===== src/rtl/seq_store.sv =====
// seq_store: circular result store with a browse cursor.
// Accepts error-free results into a DEPTH-entry ring. It latches the most recent
// nonzero error code and presents one stored entry at a time on rd_data.
module seq_store #(
  parameter int DATA_W    = 32,
  parameter int DEPTH     = 10,
  parameter int ERR_W     = 2,
  parameter int OVERWRITE = 0,
  localparam int IW = (DEPTH > 2) ? $clog2(DEPTH) : 1,
  localparam int CW = $clog2(DEPTH + 1)
) (
  input  logic              clk,
  input  logic              reset,
  input  logic              wr_en,
  input  logic [DATA_W-1:0] wr_data,
  input  logic [ERR_W-1:0]  wr_err,
  input  logic              nxt,
  input  logic              prv,
  output logic [DATA_W-1:0] rd_data,
  output logic [IW-1:0]     rd_idx,
  output logic [CW-1:0]     count,
  output logic              empty,
  output logic              full,
  output logic [ERR_W-1:0]  err_out,
  output logic              ovf
);

  localparam logic [CW-1:0] DEPTH_C = CW'(DEPTH);
  localparam logic [CW-1:0] ONE_C   = CW'(1);
  localparam logic [IW-1:0] ONE_I   = IW'(1);

  // (base + off) mod DEPTH without a power-of-two mask; base < DEPTH and off <= DEPTH
  function automatic logic [IW-1:0] wrap_add(input logic [IW-1:0] base, input logic [CW-1:0] off);
    logic [CW:0] sum_s;
    sum_s = (CW + 1)'(base) + {1'b0, off};
    if (sum_s >= {1'b0, DEPTH_C}) begin
      sum_s = sum_s - {1'b0, DEPTH_C};
    end else begin
      sum_s = sum_s;
    end
    return sum_s[IW-1:0];
  endfunction

  logic [DATA_W-1:0] mem_r [DEPTH];
  logic [DATA_W-1:0] rd_data_r;
  logic [IW-1:0]     head_r, head_s;
  logic [IW-1:0]     idx_r, idx_s;
  logic [IW-1:0]     wr_addr_s, rd_addr_s;
  logic [CW-1:0]     count_r, count_s;
  logic [ERR_W-1:0]  err_r, err_s;
  logic              ovf_r, ovf_s;
  logic              mem_we_s;
  logic              full_s;

  assign full_s    = (count_r == DEPTH_C);
  assign rd_addr_s = wrap_add(idx_r == {IW{1'b0}} ? head_r : head_r, CW'(idx_r));

  // Next-state decode: write/overflow policy, error latch and cursor stepping
  always_comb begin
    head_s    = head_r;
    count_s   = count_r;
    err_s     = err_r;
    ovf_s     = ovf_r;
    idx_s     = idx_r;
    mem_we_s  = 1'b0;
    wr_addr_s = wrap_add(head_r, count_r);

    if (wr_en) begin
      if (wr_err == {ERR_W{1'b0}}) begin
        if (!full_s) begin
          mem_we_s = 1'b1;
          count_s  = count_r + ONE_C;
        end else if (OVERWRITE != 0) begin
          // replace the oldest entry and slide the window forward
          mem_we_s  = 1'b1;
          wr_addr_s = head_r;
          head_s    = wrap_add(head_r, ONE_C);
          ovf_s     = 1'b1;
        end else begin
          ovf_s = 1'b1;
        end
      end else begin
        err_s = wr_err;
      end
    end else begin
      mem_we_s = 1'b0;
    end

    // cursor uses the count from before this cycle's write
    if (count_r == {CW{1'b0}}) begin
      idx_s = {IW{1'b0}};
    end else if (nxt && !prv) begin
      idx_s = (CW'(idx_r) == count_r - ONE_C) ? {IW{1'b0}} : idx_r + ONE_I;
    end else if (prv && !nxt) begin
      idx_s = (idx_r == {IW{1'b0}}) ? IW'(count_r - ONE_C) : idx_r - ONE_I;
    end else begin
      idx_s = idx_r;
    end
  end

  // Control state register with synchronous reset
  always_ff @(posedge clk) begin
    if (reset) begin
      head_r  <= {IW{1'b0}};
      count_r <= {CW{1'b0}};
      idx_r   <= {IW{1'b0}};
      err_r   <= {ERR_W{1'b0}};
      ovf_r   <= 1'b0;
    end else begin
      head_r  <= head_s;
      count_r <= count_s;
      idx_r   <= idx_s;
      err_r   <= err_s;
      ovf_r   <= ovf_s;
    end
  end

  // Entry storage; contents are never cleared because count gates visibility
  always_ff @(posedge clk) begin
    if (mem_we_s && !reset) begin
      mem_r[wr_addr_s] <= wr_data;
    end
  end

  // Registered view of the entry under the cursor (one cycle behind the cursor)
  always_ff @(posedge clk) begin
    if (reset) begin
      rd_data_r <= {DATA_W{1'b0}};
    end else if (count_r == {CW{1'b0}}) begin
      rd_data_r <= {DATA_W{1'b0}};
    end else begin
      rd_data_r <= mem_r[rd_addr_s];
    end
  end

  assign rd_data = rd_data_r;
  assign rd_idx  = idx_r;
  assign count   = count_r;
  assign empty   = (count_r == {CW{1'b0}});
  assign full    = full_s;
  assign err_out = err_r;
  assign ovf     = ovf_r;

endmodule


===== config.mk =====
export PLATFORM = sky130hd
export DESIGN_NAME = seq_store
export DESIGN_NICKNAME = d
export VERILOG_FILES = /design/src/rtl/seq_store.sv
export SDC_FILE = /design/constraint.sdc
export NUM_CORES = 1
export LEC_CHECK = 0
export BUFFER_PORTS_ARGS = -buffer_cell sky130_fd_sc_hd__buf_2
export CORE_ASPECT_RATIO = 0.8
export CORE_UTILIZATION = 55
export CTS_CLUSTER_DIAMETER = 80
export DETAILED_ROUTE_END_ITERATION = 10
export GPL_TIMING_DRIVEN = 0
export PLACE_DENSITY = 0.77
export REMOVE_ABC_BUFFERS = 1
export SYNTH_ARGS = -nofsm -noshare
export SYNTH_HDL_FRONTEND = slang
export SYNTH_SLANG_ARGS = --single-unit

===== constraint.sdc =====
create_clock -name clk -period 6.05 [get_ports clk]
set_input_delay 0 -clock clk [delete_from_list [all_inputs] [get_ports clk]]
set_output_delay 0 -clock clk [all_outputs]
set_load 0.01 [all_outputs]

# Yosys cells after proc, flatten, opt, wreduce, memory -nomap -nowiden
# Memory sizes are Yosys's and may differ from the RTL's. A register that Yosys moved wholly into a read port is not among the register bits.
# Index checks and enable logic that the tools add are counted.
# word_totals
regBits,11
mem_bits_rw,320
input_bits,39
out_inout_bits,45
word_cells,42
memories,1
# memory_table
memory,depth,width,rd,rd_ports_with_merged_regs,wr,line_no,text
mem_r,10,32,1,1,1,44,logic [DATA_W-1:0] mem_r [DEPTH];
# op_classes
addsub,6
magnitude_cmp,2
n_eq_ne,2
mux,11
n_bitwise,2
n_reduce_logical,14
# op_table
cell,n
two-way mux 4 bit,6
adder 4 x 1 -> 4 bit (second input constant),2
>= comparator 4 bit (second input constant),2
logical NOT 4 bit,2
subtractor 4 x 1 -> 4 bit (second input constant),2
subtractor 4 bit (second input constant),2
AND reduction 3 bit,2
two-way mux 1 bit,5
equality test 4 bit,1
equality test 4 bit (second input constant),1
logical AND 1 bit,3
logical NOT 1 bit,3
logical NOT 2 bit,1
NOT 1 bit,2
AND reduction 2 bit,1
nonzero test 2 bit,1
OR reduction 2 bit,1

# Logic depth before layout (Yosys ltp)
# depth
depth_word,7
depth_mapped,9

# Worst setup path before layout
# No wires, ideal clock.
# synth_path
kind,register to register
start,"register count_r[0], in the netlist count[0]"
end,memory mem_r[6][0] (enable)
setup_time_ps,461
t_arrival_ps,4080
setup_slack_ps,1509
stages_incl_launch_ff,9
path_buffers,1
synth_period_minus_slack_ps,4541
cell_sequence,dfxtp_1 > clkbuf_1 > inv_1 > ha_1 > and3b_1 > nand2b_1 > nor2_1 > nand3b_1 > nor3_1
# synth_between
elab_chain_len,7
word_cells_on_any_way,10
# synth_rtl
element,line_no,text
start: declaration,49,"logic [CW-1:0] count_r, count_s;"
start signal: assignment,105,count_r <= {CW{1'b0}};
start signal: assignment,111,count_r <= count_s;
equality test 4 bit,55,assign full_s = (count_r == DEPTH_C);
via full,23,"output logic full,"
two-way mux 1 bit,70,if (!full_s) begin
two-way mux 1 bit,69,if (wr_err == {ERR_W{1'b0}}) begin
two-way mux 1 bit,68,if (wr_en) begin
logical AND 1 bit,120,if (mem_we_s && !reset) begin
two-way mux 1 bit,120,
two-way mux 1 bit (not written as such),121,mem_r[wr_addr_s] <= wr_data;
end: declaration,44,
# The timed path passes the listed nets, and every way through them passes these cells.

# Worst setup path in the final report
# layout_path
start,"register count_r[0], in the netlist count[0]"
end,memory mem_r[6][21] (enable)
# layout_between
elab_chain_len,7
word_cells_on_any_way,10
# layout_rtl
element,line_no
equality test 4 bit,55
two-way mux 1 bit,70
two-way mux 1 bit,69
two-way mux 1 bit,68
logical AND 1 bit,120
two-way mux 1 bit,120
two-way mux 1 bit (not written as such),121
# Several ways; a longest one is shown, not always the timed one.

==> reports/results.ini <==
[grt]
grt_use_met2_pct=40.1
grt-ovfl-total=0
grt_pass1_vias=7958
grt.busiest_layer=met2
grt_use_met3_pct=3.45
antenna_found_initial=0
track_usage_pct=22.7
grt_start_max_net_pins=70
use_met1_pct=29.5
grt_pass1_wl_um=44500

[sta]
fin_worst_skew_ns=0.0227
setup_viol=0
max_freq_mhz=286
final_hold_viol_count=0
rsz0062_at_grt=no
min_period_ns=3.49
slew_headroom_pct=34.4
slew_violations=0
worst_pin_slew_ns=0.985
fin_tns_setup_ns=0
timing.final.ws_setup_ns=2.56
period_share_pct=57.7

[routing]
vias=8048
wl_um=28900
first_pass_iters=5
wl_per_cell_um=21.2
ant_nets=0
route.detailed.drc=0
drt_iter0_markers=708
viasPerCell=5.91

[worst_setup_path]
cp_max_fo=11
path_buf_inv=2
cp_cell_sequence=inv_1 -> ha_1 -> and3b_1 -> nand2b_1 -> nor2_1 -> nand3b_1 -> nor3_2 -> buf_6
end_kind=flop
worst_setup_path_start_kind=flop
crit_family=simple AND/OR/NAND/NOR gates
r2r_setup_slack_ns=2.56
reg2reg_from=count[0]
reg2reg_depth=8
cp.arrival_ns=3.69
cpMaxStageDelayCell=nor3_2
path_class=reg -> reg
r2r_end=mem_r[6][21]
critPathMaxStageDelay_ns=0.80
cp.required_ns=6.25

[die]
die_x_um=180
initial_utilization_pct=56.8
coreArea_um2=24600
die_y_um=145
fp-row-count=51
dieArea_um2=26100
ios=84

[placement]
dp_cells=1261
hpwlAfterDp_um=16000
gp_congestion=0.768
port-buffer-count=83
place_ws_ns=2.59

[yosys]
syn_inst=890
synth_edf_count=320
syn_area_per_cell_um2=15.7
synthTopCellsByArea=edfxtp_1 (69%), mux2i_1 (7.0%), dfxtp_1 (6.2%), nand2_1 (3.8%), a221oi_1 (2.0%)
yosys_warnings=0
yosysTopAreaCell=edfxtp_1
synth.distinct_cells=51
async_flop_share_pct=0
synth-seq-cells=363
syn-cell-area_um2=14000
synthFlopType=edfxtp_1
synth_top_area_share_pct=68.7
ys_seq_area_share_pct=74.8

[hold_path]
hp-start=wr_en
whs_endpoint=ovf
min_delay_path_depth=4
hp-class=in -> reg

[power]
power.leakage_nw=5.57
cell_internal_pwr_mw=3.97
comb_power_share_pct=3.8
total_power_mw=4.97
seqPwrFrac_pct=55.2
p_sw_mw=0.994
clkPwrFrac_pct=41.0
p_sw_share_pct=20.0
irDropWorstVdd_mv=0.279
p_per_area_nw_per_um2=301

[clock_tree]
cts_root_buf=clkbuf_16
htree_levels=2
hold_buffers=39
ctsResizeCount=0
cts_inserted_buffers=35
cts_sinks=363
cts_tree=done
postCtsSetupBuffers=0
clkLatencyLatePin_ns=0.52
clkSlewWorstSetupHoldPaths_ns=0.06
cts_buffer_depth=3

[run]
maxCapViolCount=0

[layout]
multiInputGateArea_um2=3280
area_growth_pct=17.9
nFillCells=1643
final_nets=1071
drive_gt1_share_pct=16.6
n_antenna_cell=0
regArea_um2=10500
layout_common_cells=edfxtp_1 (320), nand2_1 (140), mux2i_1 (98), buf_2 (83), dfxtp_1 (42)
final_cells=1362
mostFrequentLayoutCell=edfxtp_1
finish.utilization_pct=67.0

[status]
status=finished, final reports clean

-- kinds of logic (layout without fill, tap and decap cells) --
kind of cell    count (synthesis)  count (layout)  synth area share, %
compound gates                 96              96                 5.61
xor+xnor                        8               8                0.599
fa+ha+maj                      13              13                 1.16
buf+inv                        61             215                 2.50
flops                         363             363                 74.8
mux                           101             101                 7.36
simple gates                  248             248                 7.92
-- through the flow --
stage / area [um2] / hold WS (ns)
2_1_floorplan: 13700 / 0.0691
3_3_place_gp: 14500 / 0.282
3_5_place_dp: 15000 / 0.288
4_1_cts: 16500 / 0.00126
5_1_grt: 16500 / 0.0451
6_report: 16500 / 0.0231
-- area by class of cell --
cell class | instances | area share [%]
Multi-Input combinational cell | 466 | 19.9
Sequential cell | 363 | 63.5
Clock buffer | 49 | 5.87
Inverter | 9 | 0.205
Timing Repair Buffer | 144 | 7.56
Clock inverter | 13 | 0.584
Tap cell | 318 | 2.41
-- how the worst max path moves through the flow --
stage                     startpoint      endpoint  cells after the start
after floorplan             count[0]   mem_r[6][0]                      7
after global placement      count[0]  mem_r[6][21]                      7
after detailed placement    count[0]  mem_r[6][20]                      8
final                       count[0]  mem_r[6][21]                      8
after global routing        count[0]   mem_r[6][4]                      8
after CTS                   count[0]   mem_r[6][5]                      8
-- state kept, by name, indices dropped and copies added (netlist names) --
name	cells
mem_r	320
rd_idx	4
ovf	1
err_out	2
rd_data	32
count	4
-- power by group through the flow --
stage,combinational [mW],sequential (mW),clock (mW)
global placement,0.148,2.80,0
detailed placement,0.166,2.80,0
finish,0.188,2.74,2.03
floorplan,0.0750,2.80,0
CTS,0.187,2.74,2.06
global route,0.204,2.74,2.16
-- metal layers --
metal  wire length [um]  share of wire [%]
met5                  0                  0
met4                612                2.1
met3               1840                6.4
met2              14600                 50
met1              11900                 41
-- worst reg2reg max path, delay by kind of cell (launching register included) --
kind	cells	cell delay (ns)
buffers and inverters	2	0.48
adder cells (fa/ha/maj)	1	0.28
AND/OR/NAND/NOR	5	1.80
flip-flops	1	0.62
-- synth_stat cells, drive strengths merged, types with 2 or more instances --
library cell,number
nor3,5
a211oi,3
mux2,2
nand3b,2
buf,29
ha,13
a31oi,3
xor2,4
inv,9
a21oi,5
xnor2,3
dfxtp,43
nand2,140
nand2b,2
o21ai,6
o211ai,2
and3,32
nor3b,4
a32oi,32
edfxtp,320
mux2i,99
a21boi,2
nor2,24
a221oi,32
clkbuf,23
nand3,34
o21a,3
Power figures use the tool's default switching activity.
